==> src/rtl/ahb_pkg.sv <==
// Shared AHB-Lite encodings and the initiator state type.
package ahb_pkg;

  localparam logic [1:0] HTRANS_IDLE   = 2'b00;
  localparam logic [1:0] HTRANS_BUSY   = 2'b01;
  localparam logic [1:0] HTRANS_NONSEQ = 2'b10;
  localparam logic [1:0] HTRANS_SEQ    = 2'b11;

  localparam logic [2:0] HBURST_SINGLE = 3'b000;
  localparam logic [2:0] HBURST_INCR   = 3'b001;
  localparam logic [2:0] HSIZE_WORD    = 3'b010;

  localparam logic HRESP_OKAY  = 1'b0;
  localparam logic HRESP_ERROR = 1'b1;

  typedef enum logic [2:0] {
    ST_IDLE,
    ST_ADDR,
    ST_PIPE,
    ST_DATA,
    ST_ERR2
  } ahb_mst_state_t;

  // True when an incrementing word address has just stepped onto a 1KB boundary.
  function automatic logic on_1kb_boundary(input logic [31:0] addr);
    return addr[9:0] == 10'd0;
  endfunction

endpackage

==> src/rtl/ahb_lite_master.sv <==
// AHB-Lite initiator: turns word read/write commands of 1..MAX_LEN beats into
// pipelined AHB-Lite transfers with wait states, BUSY, 1KB splitting and ERROR abort.
module ahb_lite_master
  import ahb_pkg::*;
#(
  parameter int MAX_LEN = 16,
  parameter int LEN_W   = $clog2(MAX_LEN) + 1
) (
  input  logic             HCLK,
  input  logic             HRESET,
  input  logic             cmd_valid,
  output logic             cmd_ready,
  input  logic             cmd_write,
  input  logic [31:0]      cmd_addr,
  input  logic [LEN_W-1:0] cmd_len,
  input  logic             wd_valid,
  output logic             wd_ready,
  input  logic [31:0]      wd_data,
  output logic             rsp_valid,
  output logic [31:0]      rsp_rdata,
  output logic             rsp_err,
  output logic             rsp_last,
  output logic [31:0]      HADDR,
  output logic [1:0]       HTRANS,
  output logic             HWRITE,
  output logic [2:0]       HSIZE,
  output logic [2:0]       HBURST,
  output logic [31:0]      HWDATA,
  input  logic [31:0]      HRDATA,
  input  logic             HREADY,
  input  logic             HRESP,
  output ahb_mst_state_t   dbg_state_o
);

  // Handshakes: cmd and wd transfer on the cycle where valid && ready are both high.
  // An offered write beat (wd_valid) must stay asserted until it is taken.
  ahb_mst_state_t   state_q;
  logic [31:0]      haddr_q, hwdata_q, rsp_rdata_q;
  logic [1:0]       tr_q;
  logic             hwrite_q, committed_q;
  logic [2:0]       hburst_q;
  logic [LEN_W-1:0] len_q, issued_q, done_q;
  logic             rsp_valid_q, rsp_err_q, rsp_last_q;

  logic             data_pend, addr_stage, tr_active, stall_wd;
  logic             err_now, addr_done, data_done, issue_last, done_last;
  logic [1:0]       htrans_c;
  logic [31:0]      next_addr;
  logic [LEN_W-1:0] cmd_len_eff;
  logic             unused_addr_lsb;

  assign unused_addr_lsb = ^cmd_addr[1:0];

  always_comb begin
    data_pend   = (state_q == ST_PIPE) || (state_q == ST_DATA);
    addr_stage  = (state_q == ST_ADDR) || (state_q == ST_PIPE);
    tr_active   = addr_stage && ((tr_q == HTRANS_NONSEQ) || (tr_q == HTRANS_SEQ));
    // A write beat with no data yet shows as BUSY (mid-burst) or IDLE (burst start),
    // unless the transfer was already exposed during a wait state.
    stall_wd    = tr_active && hwrite_q && !wd_valid && !committed_q;
    htrans_c    = tr_q;
    if (stall_wd) htrans_c = (tr_q == HTRANS_SEQ) ? HTRANS_BUSY : HTRANS_IDLE;
    err_now     = data_pend && (HRESP == HRESP_ERROR);
    addr_done   = tr_active && !stall_wd && HREADY && !err_now;
    data_done   = data_pend && HREADY && !err_now;
    issue_last  = (issued_q + 1'b1) == len_q;
    done_last   = (done_q + 1'b1) == len_q;
    next_addr   = haddr_q + 32'd4;
    cmd_len_eff = (cmd_len == '0) ? LEN_W'(1) : cmd_len;
  end

  always_ff @(posedge HCLK) begin
    if (HRESET) begin
      state_q     <= ST_IDLE;
      haddr_q     <= '0;
      tr_q        <= HTRANS_IDLE;
      hwrite_q    <= 1'b0;
      hburst_q    <= HBURST_SINGLE;
      hwdata_q    <= '0;
      len_q       <= '0;
      issued_q    <= '0;
      done_q      <= '0;
      committed_q <= 1'b0;
      rsp_valid_q <= 1'b0;
      rsp_rdata_q <= '0;
      rsp_err_q   <= 1'b0;
      rsp_last_q  <= 1'b0;
    end else begin
      rsp_valid_q <= 1'b0;
      rsp_rdata_q <= '0;
      rsp_err_q   <= 1'b0;
      rsp_last_q  <= 1'b0;
      case (state_q)
        ST_IDLE: begin
          if (cmd_valid) begin
            haddr_q     <= {cmd_addr[31:2], 2'b00};
            hwrite_q    <= cmd_write;
            len_q       <= cmd_len_eff;
            hburst_q    <= (cmd_len_eff == LEN_W'(1)) ? HBURST_SINGLE : HBURST_INCR;
            tr_q        <= HTRANS_NONSEQ;
            issued_q    <= '0;
            done_q      <= '0;
            committed_q <= 1'b0;
            state_q     <= ST_ADDR;
          end
        end
        ST_ERR2: begin
          if (HREADY) begin
            rsp_valid_q <= 1'b1;
            rsp_err_q   <= 1'b1;
            rsp_last_q  <= 1'b1;
            state_q     <= ST_IDLE;
          end
        end
        ST_ADDR, ST_PIPE, ST_DATA: begin
          if (err_now) begin
            // Remaining beats are dropped; the bus sees IDLE from the second error cycle.
            tr_q        <= HTRANS_IDLE;
            committed_q <= 1'b0;
            if (HREADY) begin
              rsp_valid_q <= 1'b1;
              rsp_err_q   <= 1'b1;
              rsp_last_q  <= 1'b1;
              state_q     <= ST_IDLE;
            end else begin
              state_q <= ST_ERR2;
            end
          end else begin
            if (data_done) begin
              rsp_valid_q <= 1'b1;
              rsp_rdata_q <= hwrite_q ? 32'd0 : HRDATA;
              rsp_last_q  <= done_last;
              done_q      <= done_q + 1'b1;
            end
            if (addr_done) begin
              issued_q    <= issued_q + 1'b1;
              committed_q <= 1'b0;
              if (hwrite_q) hwdata_q <= wd_data;
              if (issue_last) begin
                tr_q <= HTRANS_IDLE;
              end else begin
                haddr_q <= next_addr;
                tr_q    <= on_1kb_boundary(next_addr) ? HTRANS_NONSEQ : HTRANS_SEQ;
              end
            end else if (tr_active && !stall_wd && !HREADY) begin
              committed_q <= 1'b1;
            end
            if (data_done && done_last) state_q <= ST_IDLE;
            else if (addr_done)         state_q <= issue_last ? ST_DATA : ST_PIPE;
            else if (data_pend && !data_done) state_q <= state_q;
            else                        state_q <= ST_ADDR;
          end
        end
        default: state_q <= ST_IDLE;
      endcase
    end
  end

  assign cmd_ready   = (state_q == ST_IDLE);
  assign wd_ready    = addr_done && hwrite_q;
  assign HADDR       = haddr_q;
  assign HTRANS      = htrans_c;
  assign HWRITE      = hwrite_q;
  assign HSIZE       = HSIZE_WORD;
  assign HBURST      = hburst_q;
  assign HWDATA      = hwdata_q;
  assign rsp_valid   = rsp_valid_q;
  assign rsp_rdata   = rsp_rdata_q;
  assign rsp_err     = rsp_err_q;
  assign rsp_last    = rsp_last_q;
  assign dbg_state_o = state_q;

endmodule

==> config.mk <==
export PLATFORM = sky130hd
export DESIGN_NAME = ahb_lite_master
export DESIGN_NICKNAME = d
export VERILOG_FILES = /design/src/rtl/ahb_pkg.sv /design/src/rtl/ahb_lite_master.sv
export SDC_FILE = /design/constraint.sdc
export NUM_CORES = 1
export LEC_CHECK = 0
export ABC_AREA = 1
export CAP_MARGIN = 30
export CELL_PAD_IN_SITES_DETAIL_PLACEMENT = 1
export CELL_PAD_IN_SITES_GLOBAL_PLACEMENT = 1
export CORE_MARGIN = 3
export CORE_UTILIZATION = 30
export DETAILED_ROUTE_END_ITERATION = 6
export MAX_ROUTING_LAYER = met4
export PLACE_DENSITY_LB_ADDON = 0.1
export SYNTH_ARGS = -nofsm -noshare
export SYNTH_HDL_FRONTEND = slang
export SYNTH_SLANG_ARGS = --single-unit
==> constraint.sdc <==
create_clock -name HCLK -period 2.1 [get_ports HCLK]
set_input_delay 0.42 -clock HCLK [delete_from_list [all_inputs] [get_ports HCLK]]
set_output_delay 0.42 -clock HCLK [all_outputs]
set_load 0.05 [all_outputs]
==> impl_metrics.tcl <==
set metrics [dict create \
    outcome "finished clean" \
    end_kind "primary output" \
    antennaDiodeCount 0 \
    combPwrFrac_pct 21.2 \
    p_sw_w 0.00225 \
    synth-seq-area-share_pct 43.4 \
    crit_required_ns 1.68 \
    cp_max_fo 2 \
    hold_buffers 0 \
    avgSynthCellArea_um2 6.99 \
    final_cells 1273 \
    timing.setup.tns_ns 0 \
    drc_errors 0 \
    place.gp.congestion 0.862 \
    ys_types 37 \
    synthCells 791 \
    post-route-min-period_ns 2.05 \
    final_area_um2 8720 \
    io_pins 221 \
    die_y_um 142 \
    post-place-cells 1236 \
    portBuffers 211 \
    slew_headroom_pct 59.3 \
    rows 49 \
    avgRoutedWirePerCell_um 15.5 \
    finalSetupViolCount 0 \
    p_int_w 0.00466 \
    drv_slew 0 \
    place_area_um2 8070 \
    core_area_um2 18000 \
    rsz0062_at_grt "yes" \
    vias_per_cell 4.66 \
    clock-sinks 120 \
    antenna_found_initial 0 \
    drv_cap 0 \
    numCtsBuffers 17 \
    routed_wl_um 19700 \
    start_util_pct 30.7 \
    skew_ns 0.0108 \
    yosys_register_bits 120 \
    p_clk_share_pct 42.1 \
    die_w_um 142 \
    grt_pass1_wl_um 30700 \
    yosysWarnings 0 \
    dp_hpwl_um 14700 \
    async_flop_share_pct 0 \
    h-tree-depth 4 \
    clkTransAtPathRegs_ns 0.06 \
    nets 1142 \
    hold_class "reg -> reg" \
    sequentialPowerShare_pct 36.7 \
    crit_type "in -> out" \
    start_kind "input port" \
    grt_pass1_vias 5833 \
    ys.flop_type "dfxtp_1" \
    overflow 0 \
    clock_latency_ns 0.43 \
    hold_viol_final 0 \
    area_growth_pct 57.7 \
    vias 5929 \
    power.density_nw_per_um2 792 \
    cts_root_buf "clkbuf_16" \
    drt_iter0_drc 200 \
    total_power_w 0.00691 \
    drive_gt1_share_pct 11.1 \
    tightest_slew_ns 0.610 \
    drtAntennaViolNets 0 \
    synth_area_um2 5530 \
    leakage_nw 3.69 \
    gr-usage-all-layers_pct 19.8 \
    finalCritPeriodShare_pct 97.5 \
    swShare_pct 32.6 \
    first_pass_iters 4 \
    grt_max_degree 53 \
    dieArea_um2 20100 \
    cts_max_path_buffers 2 \
    max_clock_freq_mhz 488 \
    cts_tree "built" \
    n_fill_cell 2254 \
    r2r_setup_slack_ns 0.17 \
    crit_arrival_ns 1.63 \
    synth_edf_count 0 \
    peakVddDrop_v 0.000563 \
]
==> worst paths after layout <==
check	end	start	cells after the start
max reg2reg	HADDR[29]	HADDR[11]	9
min reg2reg	HWDATA[25]	HWDATA[25]	2
max	wd_ready	wd_valid	10
min	HWDATA[25]	HWDATA[25]	2
==> power groups by stage <==
stage          sequential [W]  combinational (W)  clock (W)
2_1_floorplan         0.00285           0.000576          0
3_3_place_gp          0.00259            0.00146          0
3_5_place_dp          0.00259            0.00148          0
4_1_cts               0.00254            0.00146    0.00298
5_1_grt               0.00256            0.00158    0.00309
6_report              0.00254            0.00146    0.00291
==> per-stage QoR <==
step / setup WS, ns / utilization, % / hold slack, ns
final: 0.0516 / 48.4 / 0.464
after CTS: 0.000926 / 48.0 / 0.467
after floorplan: 0.0781 / - / 0.437
after detailed placement: -0.0852 / 44.8 / 0.458
after global placement: -0.0704 / 44.8 / 0.452
after global routing: -0.0390 / 48.4 / 0.488
==> sequential cells by signal, summed over array words and instances (netlist names) <==
signal	flops
HWDATA	32
rsp_rdata	32
HADDR	30
done_q	5
issued_q	5
len_q	5
dbg_state_o	3
tr_q	2
HBURST	1
HWRITE	1
committed_q	1
rsp_err	1
rsp_last	1
rsp_valid	1
==> Yosys cell counts, drive strengths merged (3+ instances only) <==
| cell type | n | area share, % |
|---|---|---|
| a21boi | 6 | 0.81 |
| nand4 | 13 | 1.5 |
| xor2 | 15 | 2.4 |
| nor3 | 9 | 0.81 |
| nand2 | 212 | 15 |
| a21oi | 80 | 7.2 |
| nor2 | 105 | 7.6 |
| o21ai | 43 | 3.9 |
| a211oi | 5 | 0.68 |
| clkbuf | 22 | 1.5 |
| and3 | 5 | 0.57 |
| ha | 3 | 0.68 |
| inv | 76 | 5.2 |
| or2 | 3 | 0.34 |
| buf | 18 | 2.4 |
| mux2i | 8 | 1.4 |
| nand3 | 34 | 3.1 |
| dfxtp | 120 | 43 |
==> critical path: stages <==
cell and delay [ns]:
clkdlybuf4s50_1 0.47, nor2_1 0.04, nand2_1 0.05, nand2_1 0.07, nor2_2 0.10, nand2_2 0.09
nor2_4 0.10, nand2_2 0.07, inv_2 0.08, buf_12 0.13
==> cells in the final DEF, fill, tap and decap left out, types with 7 or more instances in the layout <==
master and count:
nand2_1 207, nand4_1 13, conb_1 7, nor2_1 98
nand3_1 32, mux2i_1 8, clkdlybuf4s50_1 178, o21ai_0 34
nor3_1 9, o21ai_1 9, clkbuf_16 17, inv_1 75
xor2_1 15, buf_4 53, dfxtp_1 115, dlygate4sd2_1 14
a21oi_1 80
==> metal layers <==
metal  global-route usage, %  part of all wire, %
met5                       -                    0
met4                    5.35                  1.4
met3                    4.35                  3.7
met2                    33.1                   50
met1                    24.3                   45
==> kinds of logic after synthesis <==
kind of cell             share of synthesized area (%)
other                                            0.136
adder cells (fa/ha/maj)                          0.679
AND/OR/NAND/NOR                                   29.0
XOR/XNOR                                          2.69
buffers and inverters                             9.03
AO/OA/AOI/OAI                                     13.6
flip-flops                                        43.4
multiplexers                                      1.45
==> cell type report <==
class	instances	area (um2)	share of cell area, %
Multi-Input combinational cell	560	2680	30.7
Timing Repair Buffer	256	2480	28.4
Sequential cell	120	2410	27.7
Clock buffer	17	425	4.88
Tap cell	229	287	3.29
Inverter	76	285	3.27
Clock inverter	15	156	1.79
==> repair_timing <==
action | in CTS | in global routing
buffers inserted | 2 | 3
gates resized for setup | 15 | 12
pin swaps | 1 | 4
setup endpoints to repair | 15 | 32
endpoints found under the hold margin | 0 | 0
Note: power is estimated with default switching activity, not from simulation.
